File: src/rtl/ifetch_stage.sv
// Instruction fetch stage: owns the PC, issues word fetches over a valid/ready
// request channel, pairs in-order responses with their PCs and feeds decode.
module ifetch_stage #(
    parameter logic [31:0] RESET_PC  = 32'h0000_0000,
    parameter int          BUF_DEPTH = 2
) (
    input  logic        clk,
    input  logic        rst,
    output logic        imem_req_v,
    output logic [31:0] imem_req_addr,
    input  logic        imem_req_ready,
    input  logic        imem_resp_v,
    input  logic [31:0] imem_resp_data,
    input  logic        decode_ifetch_stall,
    input  logic        exe_ifetch_redirect_v,
    input  logic [31:0] exe_ifetch_redirect_pc,
    output logic [31:0] ifetch_decode_instruction,
    output logic [31:0] ifetch_decode_pc,
    output logic        ifetch_decode_v
);

    localparam int          CW      = $clog2(BUF_DEPTH + 1);
    localparam int          PW      = (BUF_DEPTH > 1) ? $clog2(BUF_DEPTH) : 1;
    localparam logic [31:0] NOP     = 32'h0000_0013;
    localparam logic [CW:0] DEPTH_W = (CW + 1)'(BUF_DEPTH);
    localparam logic [PW-1:0] LAST  = PW'(BUF_DEPTH - 1);

    logic [31:0]   pc_reg;
    logic [CW-1:0] outstanding_reg, outstanding_next;
    logic [CW-1:0] discard_reg;
    logic [CW-1:0] fifo_count_reg, fifo_count_next;
    logic [PW-1:0] fifo_rd_reg, fifo_wr_reg, tag_rd_reg, tag_wr_reg;
    logic [31:0]   fifo_instr_mem [BUF_DEPTH];
    logic [31:0]   fifo_pc_mem    [BUF_DEPTH];
    logic [31:0]   tag_mem        [BUF_DEPTH];
    logic [31:0]   out_instr_reg, out_pc_reg;
    logic          out_v_reg;

    logic [CW:0]   credit_sum;
    logic          req_fire, resp_keep, resp_drop;
    logic          fifo_empty, load, pop, bypass, push;
    logic [31:0]   resp_pc;
    logic          unused_redirect_bits;

    assign unused_redirect_bits = ^exe_ifetch_redirect_pc[1:0];

    function automatic logic [PW-1:0] ptr_inc(input logic [PW-1:0] p);
        return (p == LAST) ? '0 : p + PW'(1);
    endfunction

    always_comb begin
        credit_sum       = {1'b0, outstanding_reg} + {1'b0, fifo_count_reg};
        imem_req_v       = !rst && !exe_ifetch_redirect_v && (credit_sum < DEPTH_W);
        imem_req_addr    = pc_reg;
        req_fire         = imem_req_v && imem_req_ready;
        resp_keep        = imem_resp_v && (discard_reg == '0);
        resp_drop        = imem_resp_v && (discard_reg != '0);
        resp_pc          = tag_mem[tag_rd_reg];
        fifo_empty       = (fifo_count_reg == '0);
        load             = !decode_ifetch_stall;
        pop              = load && !fifo_empty;
        bypass           = load && fifo_empty && resp_keep;
        push             = resp_keep && !bypass;
        outstanding_next = outstanding_reg + CW'(req_fire) - CW'(imem_resp_v);
        fifo_count_next  = fifo_count_reg + CW'(push) - CW'(pop);
    end

    // Storage arrays carry no reset; pointers and counts define their contents.
    generate
        for (genvar gi = 0; gi < BUF_DEPTH; gi++) begin : g_store
            always_ff @(posedge clk) begin
                if (!rst && !exe_ifetch_redirect_v && push && fifo_wr_reg == PW'(gi)) begin
                    fifo_instr_mem[gi] <= imem_resp_data;
                    fifo_pc_mem[gi]    <= resp_pc;
                end
                if (req_fire && tag_wr_reg == PW'(gi)) begin
                    tag_mem[gi] <= pc_reg;
                end
            end
        end
    endgenerate

    always_ff @(posedge clk) begin
        if (rst) begin
            pc_reg          <= RESET_PC;
            outstanding_reg <= '0;
            discard_reg     <= '0;
            fifo_count_reg  <= '0;
            fifo_rd_reg     <= '0;
            fifo_wr_reg     <= '0;
            tag_rd_reg      <= '0;
            tag_wr_reg      <= '0;
            out_v_reg       <= 1'b0;
            out_instr_reg   <= NOP;
            out_pc_reg      <= '0;
        end else if (exe_ifetch_redirect_v) begin
            // Everything still in flight becomes stale and must be swallowed.
            pc_reg          <= {exe_ifetch_redirect_pc[31:2], 2'b00};
            outstanding_reg <= outstanding_next;
            discard_reg     <= outstanding_next;
            fifo_count_reg  <= '0;
            fifo_rd_reg     <= '0;
            fifo_wr_reg     <= '0;
            tag_rd_reg      <= '0;
            tag_wr_reg      <= '0;
            out_v_reg       <= 1'b0;
            out_instr_reg   <= NOP;
            out_pc_reg      <= '0;
        end else begin
            outstanding_reg <= outstanding_next;
            fifo_count_reg  <= fifo_count_next;
            if (req_fire) begin
                pc_reg     <= pc_reg + 32'd4;
                tag_wr_reg <= ptr_inc(tag_wr_reg);
            end
            if (resp_drop) begin
                discard_reg <= discard_reg - CW'(1);
            end
            if (resp_keep) begin
                tag_rd_reg <= ptr_inc(tag_rd_reg);
            end
            if (push) begin
                fifo_wr_reg <= ptr_inc(fifo_wr_reg);
            end
            if (pop) begin
                fifo_rd_reg <= ptr_inc(fifo_rd_reg);
            end
            if (load) begin
                if (pop) begin
                    out_v_reg     <= 1'b1;
                    out_instr_reg <= fifo_instr_mem[fifo_rd_reg];
                    out_pc_reg    <= fifo_pc_mem[fifo_rd_reg];
                end else if (bypass) begin
                    out_v_reg     <= 1'b1;
                    out_instr_reg <= imem_resp_data;
                    out_pc_reg    <= resp_pc;
                end else begin
                    out_v_reg     <= 1'b0;
                    out_instr_reg <= NOP;
                    out_pc_reg    <= '0;
                end
            end
        end
    end

    assign ifetch_decode_instruction = out_instr_reg;
    assign ifetch_decode_pc          = out_pc_reg;
    assign ifetch_decode_v           = out_v_reg;

endmodule

File: config.mk
export PLATFORM = sky130hd
export DESIGN_NAME = ifetch_stage
export DESIGN_NICKNAME = d
export VERILOG_FILES = /design/src/rtl/ifetch_stage.sv
export SDC_FILE = /design/constraint.sdc
export NUM_CORES = 1
export LEC_CHECK = 0
export CAP_MARGIN = 30
export CORE_ASPECT_RATIO = 1.5
export CORE_UTILIZATION = 45
export DETAILED_ROUTE_END_ITERATION = 6
export GPL_TIMING_DRIVEN = 0
export PLACE_DENSITY = 0.64
export SYNTH_ARGS = -nofsm -noshare
export SYNTH_HDL_FRONTEND = slang
export SYNTH_SLANG_ARGS = --single-unit
File: constraint.sdc
create_clock -name clk -period 9.65 [get_ports clk]
set_input_delay 1.93 -clock clk [delete_from_list [all_inputs] [get_ports clk]]
set_output_delay 1.93 -clock clk [all_outputs]
set_load 0.1 [all_outputs]
Word level (Yosys, flattened, before mapping). Memories as Yosys holds them, arrays and structs flattened. A register that Yosys moved wholly into a read port is not among the register bits. Cells that the tools add are included.

Input port bits: 70. Logic and storage cells: 94. RAM bits: 192. Memories: 3. Output and inout port bits: 98. Register bits after elaboration: 107.

$lt $le $gt $ge: 1. Muxes and demuxes: 37. Reductions and logical operators: 28. $add $sub $neg: 11. Bitwise operators: 2.

Memory list: fifo_instr_mem (depth 2, bits a word 32, rd ports 1, clocked after Yosys merged registers in 1, write ports 1, line 33) `logic [31:0] fifo_instr_mem [BUF_DEPTH];`; fifo_pc_mem (depth 2, bits a word 32, rd ports 1, clocked after Yosys merged registers in 1, write ports 1, line 34) `logic [31:0] fifo_pc_mem [BUF_DEPTH];`; tag_mem (depth 2, bits a word 32, rd ports 1, clocked after Yosys merged registers in 1, write ports 1, line 35) `logic [31:0] tag_mem [BUF_DEPTH];`.

Operator list (number): 2-to-1 mux 32 bit (9); OR reduction 32 bit (3); adder 32 x 3 -> 32 bit (second input constant) (1); 2-to-1 mux 1 bit (26); logical AND 1 bit (14); nonzero test 2 bit (3); logical NOT 1 bit (5); adder 1 bit (second input constant) (4); adder 2 x 1 -> 2 bit (2); logical NOT 2 bit (2); 2-to-1 mux 2 bit (2); subtractor 2 x 1 -> 2 bit (2); adder 2 x 2 -> 3 bit (1); less-than comparator 3 x 2 -> 1 bit (second input constant) (1); inverter 1 bit (2); OR reduction 2 bit (1); subtractor 2 x 1 -> 2 bit (second input constant) (1).

Logic depth before layout (Yosys ltp). Gate-level depths: netlist of the first run.

Depth in word-level cells: 11. Depth in mapped cells: 11.

Worst setup path after synthesis of the first run. Ideal clock, no wire load.

Path kind: input port to flip-flop. Start point: input port rst. End point: memory fifo_instr_mem[0][0], enable pin. Path slack: 2271 ps. Stages: 4. Data arrival time: 6821 ps. Cells stage by stage: or2_2 -> clkbuf_1 -> clkbuf_1 -> nor3_1.

Longest elaborated chain between the ends: 8. Elaborated cells on any way between the ends: 12. Those cells by class: mux (6); reduce/logical (6).

RTL lines: start, declared (line 8) `input logic rst,`; logical NOT 1 bit * (line 72) `if (!rst && !exe_ifetch_redirect_v && push && fifo_wr_reg == PW'(gi)) begin`; logical AND 1 bit * (2 in series) (line 72); logical AND 1 bit (line 72); 2-to-1 mux 1 bit (line 72); 2-to-1 mux 1 bit (implied by the code) (line 73) `fifo_instr_mem[gi] <= imem_resp_data;`; OR reduction 32 bit (no source line); 2-to-1 mux 1 bit (no source line); end, declared (line 33).

Every way passes the cells marked *; elsewhere a longest branch is shown, timed or not.

Worst setup path in the final report of the first run.
Start point: input port rst. End point: output port imem_req_v.

Longest elaborated chain between the ends: 3.

RTL lines: logical NOT 1 bit (line 53) `imem_req_v = !rst && !exe_ifetch_redirect_v && (credit_sum < DEPTH_W);`; logical AND 1 bit (2 in series) (line 53); end, declared (line 9) `output logic imem_req_v,`.

No other way between the ends.

==> out/qor.csv, run 1 <==
metric,value,unit
status,finished clean,
crit end category,primary output,
largest net degree at the start of global routing,31,
setup TNS,0,ns
total power,2.92,mW
Critical Path AT,4.73,ns
Crit Path Category,primary input to primary output,
max FFs per register,64,
Top delay family on crit path,buffers and inverters,
DR WL/cell,19.1,um
Core Box Area,25300,um^2
Worst slew margin,0.323,
Clock Latency Late Sink,0.53,ns
final WL,27.4,mm
# H-tree levels,1,
worst slew pin tran,1.01,ns
post-DP HPWL,19.8,mm
top post-synthesis cells by area,"edfxtp_1 47%, dfxtp_1 18%, mux2_2 8.9%",
"Cell Area, Synth",11700,um^2
crit-path max FO,10,
RSZ-0062 raised after global routing,false,
DIE AREA,26600,um^2
CTS Buffer Depth,3,
Static Leak,4.94,nW
Final setup viols,0,
DR vias/cell,5.42,
Post-DRT Antenna Nets,0,
Post-synth EDFFs,184,
crit path max-delay cell type,clkdlybuf4s50_1,
number of DRC markers in iteration 0,330,
Synth cell types,52,
gr usage total,0.209,
share of the synthesized area in the top cell type,0.473,
met3 Use GR,0.0244,
multi-input logic area,3770,um^2
WP data required,7.72,ns
# DRC,0,
I/O Pins,168,
Starting Density,0.462,
Seq cells post-synth,289,
dominant cell type by area after synthesis,edfxtp_1,
non-filler instance count after layout,1434,
# fillers,2124,
CTS tree,done,
worst-path cell chain,"clkdlybuf4s50_1, or2_2, clkbuf_1, clkbuf_1, nor3_1, clkdlybuf4s50_1",
Reg with most FFs,fifo_instr_mem,
GRT Residual Overflow,0,
Setup crit start kind,primary input,
postcts setup bufs,0,
fin crit share,0.691,
initial antenna violation count,0,
fin crit period,6.66,ns
layout cells sized above 1,0.146,
Die H,199,um
sequential cell area,7630,um^2
Ant. Diodes,0,
post_cts resized,0,
Inst Count DP,1385,
Syn-to-layout area delta,27.7,%
Synth Warn #,0,
pwr dens,196,nW/um^2
Clock Sinks,289,
M2 GR Usage,0.387,
Finished Core Util,0.590,
Die X-Extent,134,um
FMAX,0.150,GHz
gpl congestion,0.902,
Final Hold Vio Count,0,
Initial DRT Pass Iterations,5,
Max-cap violations,0,
PortBufs,161,
met1 Resource Use GR,0.247,
Final #Nets,1163,
busiest grt layer,met2,
Worst-path clk slew,0.06,ns
Max stage delay on crit path,1.16,ns
Hold Buf Count CTS,0,
Pins Over Slew Limit,0,
Synth Flop Type,edfxtp_1,
worst hold path class,flop to flop,
Max VDD drop,0.114,mV
buffers and inverters on the worst path,4,
fraction of registers with async set/reset,0,
post-synthesis area per instance,13.3,um^2
CTS buffer count,27,
cells after synthesis,877,
registers with the most flip-flops,"fifo_instr_mem x64, fifo_pc_mem x60, tag_mem x60",
Via Count,7772,
Root Buffer,clkbuf_16,
Worst Skew,0.0104,ns
vias in the first global route,7913,
"Seq/Total Area, Yosys",0.653,
Placement Rows,71,
first-pass GRT wire length,43.2,mm
[worst min-delay path, delay by kind of cell (launching register included)]
kind,cells,cell delay [ns]
AOI/OAI and AO/OA,1,0.07
and+or+nand+nor,1,0.05
DFF,1,0.32
[through the flow]
step                hold slack, ns  instance area, um^2  worst slack (ns)
finish                       0.489                14900              2.99
global route                 0.524                14900              2.86
global placement             0.483                13700             -1.34
CTS                          0.494                14900              2.94
floorplan                    0.472                11700              2.27
detailed placement           0.478                14000              2.95
[cell usage in the layout, fill, tap and decap left out, drive strengths merged, types with 7 or more instances in the layout]
master / count
xnor2: 12
and2: 7
a311oi: 10
dfxtp: 105
clkdlybuf4s50: 161
a221oi: 60
nand4: 15
or4: 9
clkbuf: 92
nand2: 26
edfxtp: 184
xor2: 8
or3: 7
nor3: 70
mux2: 92
inv: 13
buf: 24
clkinv: 9
nand3: 9
nor2b: 61
a211oi: 14
nor2: 42
[power by group]
group,switching (mW),internal (mW)
clock network,0.437,0.665
logic,0.288,0.136
registers,0.0351,1.36
total,0.760,2.16
[cells in the mapped netlist (2+ instances only)]
master / n
and4_1: 6
a211oi_1: 14
a311oi_1: 10
nor4_1: 6
dfxtp_1: 105
nand2_1: 26
o31a_1: 2
nand4_1: 15
edfxtp_1: 184
xor2_1: 8
or3_1: 7
o211ai_1: 3
ha_1: 6
xnor2_1: 12
nor3b_1: 2
o31ai_1: 4
clkbuf_1: 57
a21oi_1: 4
nor2_1: 42
buf_1: 2
o21ai_0: 6
and2_1: 7
a2111oi_0: 5
nor3_1: 70
mux2_2: 92
o22ai_1: 2
a221oi_1: 60
and3_1: 4
inv_1: 13
nor2b_1: 61
nand3_1: 9
or4_1: 9
or2_2: 2
buf_4: 4
[worst paths after layout]
path	start	end	slack, ns	depth (start not counted)
max	rst	imem_req_v	2.99	6
min	ifetch_decode_instruction[0]$_SDFFE_PP1N_	ifetch_decode_instruction[0]$_SDFFE_PP1N_	0.49	2
max reg2reg	fifo_count_reg[0]$_SDFF_PP0_	discard_reg[1]$_SDFFE_PP0P_	6.20	11
min reg2reg	ifetch_decode_instruction[0]$_SDFFE_PP1N_	ifetch_decode_instruction[0]$_SDFFE_PP1N_	0.49	2
[cell families (layout without fill, tap and decap cells)]
group	Yosys count	in the layout	synth area share
buf+inv	78	304	0.0271
mux	92	92	0.0886
fa+ha+maj	7	7	0.00814
simple gates	270	270	0.125
compound gates	120	120	0.0837
xor+xnor	20	20	0.0150
flops	289	289	0.653
other cells	1	4	0.000321
[layer usage]
metal  part of all wire  vias up
met1               0.40     3738
met3              0.037       45
met4              0.029        0
met5                  0        -
li1                   -     3787
met2               0.53      202
[layout make-up]
type | instances | share of cell area
flip-flops and latches | 289 | 0.511
multi-input cells | 513 | 0.253
repair buffers | 177 | 0.125
clock buffers | 35 | 0.0514
well taps | 328 | 0.0275
plain buffers | 65 | 0.0179
clock inverters | 14 | 0.0112
inverters | 13 | 0.00327
Power figures use the tool's default switching activity.
==> run 2, diff against run 1 <==
==> constraint.sdc (replaced) <==
create_clock -name clk -period 6.6 [get_ports clk]
set_input_delay 1.32 -clock clk [delete_from_list [all_inputs] [get_ports clk]]
set_output_delay 1.32 -clock clk [all_outputs]
set_load 0.1 [all_outputs]
==> results of run 2 <==
The final DEF is identical to that of run 1. Status: finished clean.
Main changes from that run: setup slack after placement 2.95 ns -> 1.12 ns; setup slack after layout 2.99 ns -> 1.16 ns; register-to-register setup slack 6.20 ns -> 3.15 ns; total power 2.92 mW -> 4.27 mW; worst IR drop on VDD 0.114 mV -> 0.166 mV
==> run 3, diff against run 2 <==
--- a/config.mk
+++ b/config.mk
@@ -10,7 +10,7 @@
 export CORE_UTILIZATION = 45
 export DETAILED_ROUTE_END_ITERATION = 6
 export GPL_TIMING_DRIVEN = 0
-export PLACE_DENSITY = 0.64
+export PLACE_DENSITY = 0.67
 export SYNTH_ARGS = -nofsm -noshare
 export SYNTH_HDL_FRONTEND = slang
 export SYNTH_SLANG_ARGS = --single-unit
==> constraint.sdc (replaced) <==
create_clock -name clk -period 4.8 [get_ports clk]
set_input_delay 0.96 -clock clk [delete_from_list [all_inputs] [get_ports clk]]
set_output_delay 0.96 -clock clk [all_outputs]
set_load 0.1 [all_outputs]
==> run 3 against run 2 <==
Compared with the run above: clock-buffer cell count grew 3; flip-flop and latch count unchanged; worst hold slack worse by 0.0011 ns; first-iteration DRC count is 28% higher; die area did not move; critical path type unchanged; largest cell class unchanged.
==> out/qor.csv, run 3 (synthesis gave the netlist of run 1 again) <==
metric,value,unit
Via Count,7886,
first-pass GRT wire length,43.3,mm
crit end category,primary output,
initial antenna violation count,0,
Static Leak,4.89,nW
CTS Buffer Depth,3,
Post-DRT Antenna Nets,0,
Core Box Area,25300,um^2
Ant. Diodes,0,
Placement Rows,71,
total power,5.78,mW
Pins Over Slew Limit,0,
layout cells sized above 1,0.141,
GRT Residual Overflow,0,
WP data required,3.84,ns
Crit Path Category,primary input to primary output,
logic gate share of total power,0.147,
final WL,27.3,mm
Root Buffer,clkbuf_16,
post-DP HPWL,19.5,mm
Initial DRT Pass Iterations,5,
registers with the most flip-flops,"fifo_instr_mem x64, fifo_pc_mem x60, tag_mem x60",
reg-to-reg endpoint,discard_reg[1]$_SDFFE_PP0P_,
CP endpoint,imem_req_v,
Setup crit start kind,primary input,
Reg with most FFs,fifo_instr_mem,
Max VDD drop,0.242,mV
Starting Density,0.462,
I/O Pins,168,
worst slew pin tran,1.02,ns
crit-path max FO,10,
# DRC,0,
flop2flop setup slack,1.36,ns
pwr dens,390,nW/um^2
Worst Min Path Start,ifetch_decode_v$_SDFFE_PP0N_,
cell internal pwr,4.26,mW
fin crit share,0.931,
Worst-path clk slew,0.06,ns
Syn-to-layout area delta,26.7,%
P_sw,1.52,mW
Top delay family on crit path,buffers and inverters,
largest net degree at the start of global routing,31,
Clock Latency Late Sink,0.53,ns
Final Hold Vio Count,0,
"most common cell after layout, fill and taps aside",edfxtp_1,
clock share of power,0.368,
CTS tree,done,
max FFs per register,64,
DR vias/cell,5.52,
hold depth,2,
worst-path cell chain,"clkdlybuf4s50_1, or2_2, clkbuf_1, clkbuf_1, nor3_1, dlygate4sd2_1",
DIE AREA,26600,um^2
Clock Sinks,289,
buffers and inverters on the worst path,4,
gr usage total,0.209,
hold_ws,0.488,ns
CTS buffer count,26,
most frequent cells in the layout,"184 x edfxtp_1, 160 x clkdlybuf4s50_1, 105 x dfxtp_1",
Final #Nets,1159,
gpl congestion,0.878,
Die X-Extent,134,um
Worst Skew,0.00931,ns
setup TNS,0,ns
Worst slew margin,0.316,
Max stage delay on crit path,0.88,ns
power share of the sequential group,0.485,
worst hold path class,flop to flop,
crit path max-delay cell type,dlygate4sd2_1,
critical path depth,6,
Crit path top cell by count,clkbuf_1,
Max-cap violations,0,
Die H,199,um
PortBufs,161,
postcts setup bufs,0,
Critical Path AT,3.51,ns
crit path launch,rst,
fin crit period,4.47,ns
Final setup viols,0,
FF-to-FF path depth,11,
FMAX,0.224,GHz
Critical R2R Launch,fifo_count_reg[0]$_SDFF_PP0_,
DR WL/cell,19.1,um
status,finished clean,
# H-tree levels,1,
vias in the first global route,8035,
RSZ-0062 raised after global routing,false,
switch share,0.264,
number of DRC markers in iteration 0,422,
## run 3: changes by cell type in the layout (fill, tap and decap cells not counted), sizes merged
cell / before / now
buf: 24 / 21
bufinv: 4 / 3
clkbuf: 92 / 95
clkdlybuf4s50: 161 / 160
clkinv: 9 / 6
clkinvlp: 1 / 0
dlygate4sd2: 0 / 1
## run 3: how the worst min path moves through the flow
stage	endpoint	slack, ns
floorplan	flop	0.47
global placement	ifetch_decode_instruction[4]$_SDFFE_PP1N_	0.48
detailed placement	ifetch_decode_v$_SDFFE_PP0N_	0.48
CTS	ifetch_decode_v$_SDFFE_PP0N_	0.50
global route	ifetch_decode_pc[18]$_SDFFE_PP0N_	0.53
finish	ifetch_decode_v$_SDFFE_PP0N_	0.49
## run 3: power by group through the flow
stage          sequential [mW]  combinational, mW  clock, mW
2_1_floorplan             3.12              0.313          0
3_3_place_gp              2.86              0.835          0
3_5_place_dp              2.86              0.851          0
4_1_cts                   2.80              0.856       2.16
5_1_grt                   2.81              0.904       2.25
6_report                  2.80              0.850       2.13
## run 3: cell type report
| cell class | instances | area (um^2) |
|---|---|---|
| tap | 328 | 410 |
| inverter | 13 | 48.8 |
| clock inverter | 9 | 121 |
| multi-input combinational | 513 | 3770 |
| timing repair buffer | 174 | 1810 |
| sequential | 289 | 7630 |
| fill | 2060 | 10500 |
| buffer | 65 | 268 |
| clock buffer | 38 | 757 |
## run 3: what timing repair did
action                                  4_1_cts  5_1_grt
resized for setup                             1        0
hold buffers                                  0        0
endpoints found under the setup margin        1        0
## run 3: tightest hold or removal path: cells and delay by family (launching register included)
family | cells | cell delay, ns
DFF | 1 | 0.32
and+or+nand+nor | 1 | 0.07
AOI/OAI and AO/OA | 1 | 0.06
## run 3: metal layers
| layer | global-route usage | up-vias | wire (um) |
|---|---|---|---|
| li1 | - | 3770 | - |
| met1 | 0.252 | 3834 | 11100 |
| met2 | 0.374 | 233 | 14100 |
| met3 | 0.0251 | 49 | 1170 |
| met4 | 0.0905 | 0 | 992 |
| met5 | 0 | - | 0 |
## run 3: per-stage QoR
step | util | setup slack [ns] | cell area [um^2] | cells
after floorplan | - | -1.61 | 11700 | 880
after global placement | 0.542 | -5.15 | 13700 | 1369
after detailed placement | 0.550 | -0.00184 | 13900 | 1382
after CTS | 0.585 | 0.282 | 14800 | 1429
after global routing | 0.585 | 0.194 | 14800 | 1429
final | 0.585 | 0.329 | 14800 | 1429
